--- src/rtl/mainfsm.sv ---
// Moore main controller FSM of the multi-cycle processor: sequences fetch, decode,
// execute, memory and writeback cycles and drives the raw datapath selects/strobes.
module mainfsm (
  input  logic       clk,
  input  logic       reset,
  input  logic [1:0] Op,
  input  logic [5:0] Funct,
  output logic       IRWrite,
  output logic       AdrSrc,
  output logic       ALUSrcA,
  output logic [1:0] ALUSrcB,
  output logic [1:0] ResultSrc,
  output logic       ALUOp,
  output logic       NextPC,
  output logic       RegW,
  output logic       MemW,
  output logic       Branch,
  output logic [3:0] State
);

  typedef enum logic [3:0] {
    S_FETCH    = 4'd0,
    S_DECODE   = 4'd1,
    S_MEMADR   = 4'd2,
    S_MEMREAD  = 4'd3,
    S_MEMWB    = 4'd4,
    S_MEMWRITE = 4'd5,
    S_EXECUTER = 4'd6,
    S_EXECUTEI = 4'd7,
    S_ALUWB    = 4'd8,
    S_BRANCH   = 4'd9,
    S_UNKNOWN  = 4'd10
  } state_t;

  typedef struct packed {
    logic       irwrite;
    logic       adrsrc;
    logic       alusrca;
    logic [1:0] alusrcb;
    logic [1:0] resultsrc;
    logic       aluop;
    logic       nextpc;
    logic       regw;
    logic       memw;
    logic       branch;
  } ctrl_t;

  // Plain logic (not the enum type) so codes 11-15 are representable and recoverable.
  logic [3:0] r_state;
  state_t     w_next;
  ctrl_t      r_ctrl;

  function automatic ctrl_t decode_ctrl(input logic [3:0] s);
    ctrl_t c;
    c = '0;
    case (s)
      S_FETCH: begin
        c.irwrite   = 1'b1;
        c.alusrca   = 1'b1;
        c.alusrcb   = 2'b10;
        c.resultsrc = 2'b10;
        c.nextpc    = 1'b1;
      end
      S_DECODE: begin
        c.alusrca   = 1'b1;
        c.alusrcb   = 2'b10;
        c.resultsrc = 2'b10;
      end
      S_MEMADR:   c.alusrcb = 2'b01;
      S_MEMREAD:  c.adrsrc  = 1'b1;
      S_MEMWB: begin
        c.resultsrc = 2'b01;
        c.regw      = 1'b1;
      end
      S_MEMWRITE: begin
        c.adrsrc = 1'b1;
        c.memw   = 1'b1;
      end
      S_EXECUTER: c.aluop = 1'b1;
      S_EXECUTEI: begin
        c.alusrcb = 2'b01;
        c.aluop   = 1'b1;
      end
      S_ALUWB:    c.regw = 1'b1;
      S_BRANCH: begin
        c.alusrcb   = 2'b01;
        c.resultsrc = 2'b10;
        c.branch    = 1'b1;
      end
      default:    c = '0;
    endcase
    return c;
  endfunction

  // Next-state logic; Op/Funct are only looked at in DECODE and MEMADR.
  always_comb begin
    w_next = S_FETCH;
    case (r_state)
      S_FETCH:    w_next = S_DECODE;
      S_DECODE: begin
        case (Op)
          2'b00:   w_next = Funct[5] ? S_EXECUTEI : S_EXECUTER;
          2'b01:   w_next = S_MEMADR;
          2'b10:   w_next = S_BRANCH;
          default: w_next = S_UNKNOWN;
        endcase
      end
      S_MEMADR:   w_next = Funct[0] ? S_MEMREAD : S_MEMWRITE;
      S_MEMREAD:  w_next = S_MEMWB;
      S_EXECUTER: w_next = S_ALUWB;
      S_EXECUTEI: w_next = S_ALUWB;
      default:    w_next = S_FETCH;
    endcase
  end

  // State register; outputs are registered from the decoded next state so they
  // always match State without any decode glitches.
  always_ff @(posedge clk) begin
    if (reset) begin
      r_state <= S_FETCH;
      r_ctrl  <= decode_ctrl(S_FETCH);
    end else begin
      r_state <= w_next;
      r_ctrl  <= decode_ctrl(w_next);
    end
  end

  assign IRWrite   = r_ctrl.irwrite;
  assign AdrSrc    = r_ctrl.adrsrc;
  assign ALUSrcA   = r_ctrl.alusrca;
  assign ALUSrcB   = r_ctrl.alusrcb;
  assign ResultSrc = r_ctrl.resultsrc;
  assign ALUOp     = r_ctrl.aluop;
  assign NextPC    = r_ctrl.nextpc;
  assign RegW      = r_ctrl.regw;
  assign MemW      = r_ctrl.memw;
  assign Branch    = r_ctrl.branch;
  assign State     = r_state;

endmodule
--- config.mk ---
export PLATFORM = sky130hd
export DESIGN_NAME = mainfsm
export DESIGN_NICKNAME = d
export VERILOG_FILES = /design/src/rtl/mainfsm.sv
export SDC_FILE = /design/constraint.sdc
export NUM_CORES = 1
export LEC_CHECK = 0
export CAP_MARGIN = 20
export CORE_MARGIN = 2
export CORE_UTILIZATION = 37
export CTS_CLUSTER_DIAMETER = 60
export DETAILED_ROUTE_END_ITERATION = 16
export GPL_TIMING_DRIVEN = 0
export PLACE_DENSITY = 0.8
export SETUP_SLACK_MARGIN = 0.4
export SLEW_MARGIN = 5
export SYNTH_ARGS = -nofsm -noshare
export SYNTH_HDL_FRONTEND = slang
export SYNTH_SLANG_ARGS = --single-unit
--- constraint.sdc ---
create_clock -name clk -period 1.6 [get_ports clk]
set_input_delay 0.32 -clock clk [delete_from_list [all_inputs] [get_ports clk]]
set_output_delay 0.32 -clock clk [all_outputs]
set_load 0.05 [all_outputs]
## Word level (Yosys, flattened, before mapping)

Index checks and enable logic that the tools add are counted.
W data, S select, Z words.

| word-level totals | value |
|---|---|
| register bits | 15 |

| cells by class | value |
|---|---|
| eq/ne operators | 16 |
| multiplexer cells | 13 |
| reduce and logical (&&, ||, !) cells | 10 |

Operators by type and width:

| operator | number |
|---|---|
| $eq A4 B3 Y1 const B | 6 |
| $pmux W4 S5 | 1 |
| $eq A4 B2 Y1 const B | 4 |
| $pmux W4 S3 | 1 |
| $reduce_or A2 Y1 | 5 |
| $eq A4 B1 Y1 const B | 2 |
| $eq A4 B4 Y1 const B | 2 |
| $logic_not A4 Y1 | 2 |
| $mux W1 | 8 |
| $pmux W2 S2 | 2 |
| $reduce_or A3 Y1 | 2 |
| $mux W3 | 1 |
| $eq A2 B1 Y1 const B | 1 |
| $eq A2 B2 Y1 const B | 1 |
| $logic_not A2 Y1 | 1 |

## Longest topological paths before layout

| logic depth | value |
|---|---|
| depth in word-level cells | 6 |
| depth in mapped cells | 6 |
| depth with buffers taken out | 6 |

## Worst setup path after synthesis

Ideal clock, no wire load.

| path | value |
|---|---|
| kind | register -> register |
| start | register r_state[0], in the netlist State[0] |
| end | register r_ctrl (netlist bit ALUSrcB[0]) |
| cell stages (with the launch flop) | 7 |
| path slack | -0.115 ns |
| setup time | 0.069 ns |
| clock period less this slack | 1.715 ns |
| buffers on the path | 0 |
| arrival | 1.645 ns |
| path through | dfxtp_1 nand2b_1 a22oi_1 or4_4 clkinv_2 mux2i_1 o21ai_1 |

| on the way | value |
|---|---|
| longest elaborated chain between the ends | 6 |
| elaborated cells between the ends (all ways) | 16 |
| those cells by class | eq/ne: 9; mux: 2; reduce/logical: 5 |

Ends and longest elaborated chain:

| what | RTL line | RTL |
|---|---|---|
| from (decl) | 49 | `logic [3:0] r_state;` |
| from (signal assigned) | 123 | `r_state <= w_next;` |
| $eq A4 B3 Y1 | 98 | `case (r_state)` |
| $reduce_or A2 Y1 (no line) | -- |  |
| $pmux W4 S5 * | 98 |  |
| $eq A4 B4 Y1 (tied with other cells) | 56 | `case (s)` |
| $reduce_or A3 Y1 (no line) or $reduce_or A2 Y1 (tied branches) | -- |  |
| $pmux W2 S2 * | 56 |  |
| to (signal assigned) | 121 | `r_ctrl <= decode_ctrl(S_FETCH);` |
| to (signal assigned) | 124 | `r_ctrl <= decode_ctrl(w_next);` |
| to (decl) | 51 | `ctrl_t r_ctrl;` |

Mark *: on every way between the ends. The rest lies on a longest branch, timed or not.
A chain may end at the register's enable or synchronous reset.

## Final worst setup path

| path | value |
|---|---|
| start | register r_state[0], in the netlist State[0] |
| end | register r_ctrl (netlist bit ResultSrc[1]) |

| on the way | value |
|---|---|
| longest elaborated chain between the ends | 6 |
| elaborated cells between the ends (all ways) | 14 |
| those cells by class | eq/ne: 8; mux: 2; reduce/logical: 4 |

Ends and longest elaborated chain:

| what | RTL line |
|---|---|
| $eq A4 B3 Y1 | 98 |
| $reduce_or A2 Y1 (no line) | -- |
| $pmux W4 S5 * | 98 |
| $eq A4 B4 Y1 (tied with other cells) | 56 |
| $reduce_or A3 Y1 (no line) | -- |
| $pmux W2 S2 * | 56 |

Marks and branches as above.

==> out/metrics.cfg <==
[hold_path]
timing.hold.worst_path_depth = 2
holdCritStartpoint = reset
min_path_type = in -> reg
hold_end = State[1]

[placement]
numPortBuffers = 21
hpwl_microns = 840
place_congestion = 0.806
pre_cts_ws_ns = -0.366

[cells_and_area]
fill_cells = 108
antenna_cells = 0
utilization_pct = 69.6
drive_above_1_share_pct = 60.9
nNetsFinal = 98
area_delta_synth_final_pct = 74.0

[critical_path]
critPathRequiredTime_ns = 1.77
regToRegEndpoint = ResultSrc[1]
path_class = reg -> reg
arrival_ns = 1.57
r2r_cells = 6
cp-end-kind = register
crit_start = State[0]
r2r_setup_slack_ns = 0.19
reg2reg_from = State[0]
critPathMaxFanout = 8
cp-start-kind = register

[synthesis]
synth_edf_count = 0
synth_nets = 64
syn_area_sq_um = 520
postSynthCellCount = 54
ys_ff_latch = 14
ys_seq_area_share_pct = 53.8
synth_ff_type = dfxtp_1
netlist-cell-type-count = 25
ys_warn_count = 0
async_flop_share_pct = 0
syn_avg_cell_area_sq_um = 9.64

[power]
power.leakage_nw = 0.418
powerDensity_nw_per_um2 = 1190
peakVddDrop_uv = 728

[timing]
period_minus_slack_ns = 1.41
max_freq_mhz = 709
clock_skew_ns = 0.00544
setup_viol = 0
rsz0062_at_grt = yes
relSlewSlack_pct = 73.7
hold_viol_final = 0
fin_crit_sh_pct = 88.1
fin_ws_ns = 0.190
drv_slew = 0
tightest_slew_ns = 0.394

[grt]
antenna_found_initial = 0
grt-ovfl-total = 0
grt_first_pass_wirelength_mm = 2.39
grt_max_degree = 9
grt_usage_pct = 18.1
grt_pass1_vias = 546

[route]
route.detailed.drc = 0
routed_via_density = 5.41
drt-total-wl_mm = 1.42
dr.pass1.iters = 4
routedWlPerCell_microns = 13.9
drt_iter0_drc = 24
ant_nets = 0
vias = 552

[die]
die_area_sq_um = 1720
start_util_pct = 40.0
die_w_microns = 41.5
dieHeight_microns = 41.5
io-pin-count = 26
floorplan.rows = 13
core_sq_um = 1300

[flow_run]
maxCapViolations = 0

[clock_network]
worstSkewPairLatency_ns = 0.28
cts-buffers-inserted = 3
cts_tree = done
cts.path.max_buffers = 2
clk_pin_slew_ns = 0.09
cts_max_level = 1
cts.sinks = 14
cts_hold_buf = 0
cts_root_buf = clkbuf_4

[run_status]
status = completed

==> flip-flops by register name, indices dropped and copies added, names as in the netlist <==
signal     cells
ResultSrc      2
ALUSrcA        1
ALUOp          1
NextPC         1
AdrSrc         1
MemW           1
State          4
ALUSrcB        1
RegW           1
Branch         1
==> layer usage <==
layer | track usage, % | up-vias | wire length [microns]
met5 | 0 | - | 0
met4 | 9.03 | 0 | 10
met3 | 2.61 | 2 | 125
met2 | 31.9 | 29 | 746
met1 | 21.1 | 258 | 532
li1 | - | 263 | -
==> final cells by class <==
class                           count  area (sq um)  share of cell area (%)
Multi-Input combinational cell     38           303                    33.4
Inverter                            1          8.76                   0.967
Buffer                              2          18.8                    2.07
Tap cell                           15          18.8                    2.07
Clock buffer                        4          36.3                    4.01
Timing Repair Buffer               28           223                    24.6
Sequential cell                    14           298                    32.9
==> placed cells by master (no fill, tap or decap), types with 2 or more instances in the layout <==
cell           Yosys  routed
nand3b_1           2       2
buf_2              0       8
nand2_2            0       2
dfxtp_2            0       2
buf_4              2       8
dfxtp_1           14       8
nor2_4             0       2
buf_6              0       6
dfxtp_4            0       4
nor2_1            11       8
nand2_1            3       2
clkbuf_4           0       5
dlygate4sd2_1      0       5
==> worst max-delay path, stage by stage (launching register included) <==
cell and delay [ns]:
dfxtp_4 0.39, nand2b_4 0.13, a22oi_2 0.07, or4_4 0.45, clkinv_4 0.09, buf_4 0.11, o22ai_2 0.05
==> how the worst max path moves through the flow <==
| stage | to | slack, ns |
|---|---|---|
| 6_report | ResultSrc[1] | 0.19 |
| 5_1_grt | ALUSrcB[0] | 0.11 |
| 4_1_cts | State[3] | 0.21 |
| 3_5_place_dp | AdrSrc | -0.37 |
| 3_3_place_gp | AdrSrc | -0.21 |
| 2_1_floorplan | AdrSrc | 0.21 |
==> synth_stat cells (all sizes together), types with 2 or more instances <==
master | n | area (sq um)
dfxtp | 14 | 280
nor2 | 11 | 41.3
nand2 | 3 | 11.3
a22oi | 2 | 15.0
buf | 2 | 15.0
nand3 | 2 | 10.0
nand3b | 2 | 15.0
o21ai | 2 | 10.0
==> where the power goes <==
group          internal (mW)  switching [mW]  leakage (nW)  total (mW)
Combinational          0.152           0.266         0.280       0.417
Sequential             0.383          0.0283         0.117       0.411
Clock                  0.138           0.115        0.0210       0.253
Total                  0.674           0.409         0.418        1.08
==> through the flow <==
step	TNS (ns)	area (sq um)	cells	hold slack [ns]	power (mW)
2_1_floorplan	0	543	54	0.383	0.653
3_3_place_gp	-1.22	772	90	0.601	0.761
3_5_place_dp	-1.78	772	90	0.616	0.769
4_1_cts	0	841	100	0.550	1.05
5_1_grt	0	906	102	0.586	1.12
6_report	0	906	102	0.553	1.08
==> cells by family (layout without fill, tap and decap cells) <==
logic type	Yosys count	in the layout	synth area share [%]
buf+inv	3	35	3.84
flops	14	14	53.8
compound gates	11	11	14.9
simple gates	25	26	25.5
mux	1	1	1.92
==> what timing repair did <==
action	in CTS	in global routing
cloned	1	0
pin swaps	11	2
setup endpoints to repair	28	20
gates resized for setup	101	20
buffers inserted	5	2
No activity file was read; power rests on OpenSTA's default activity.
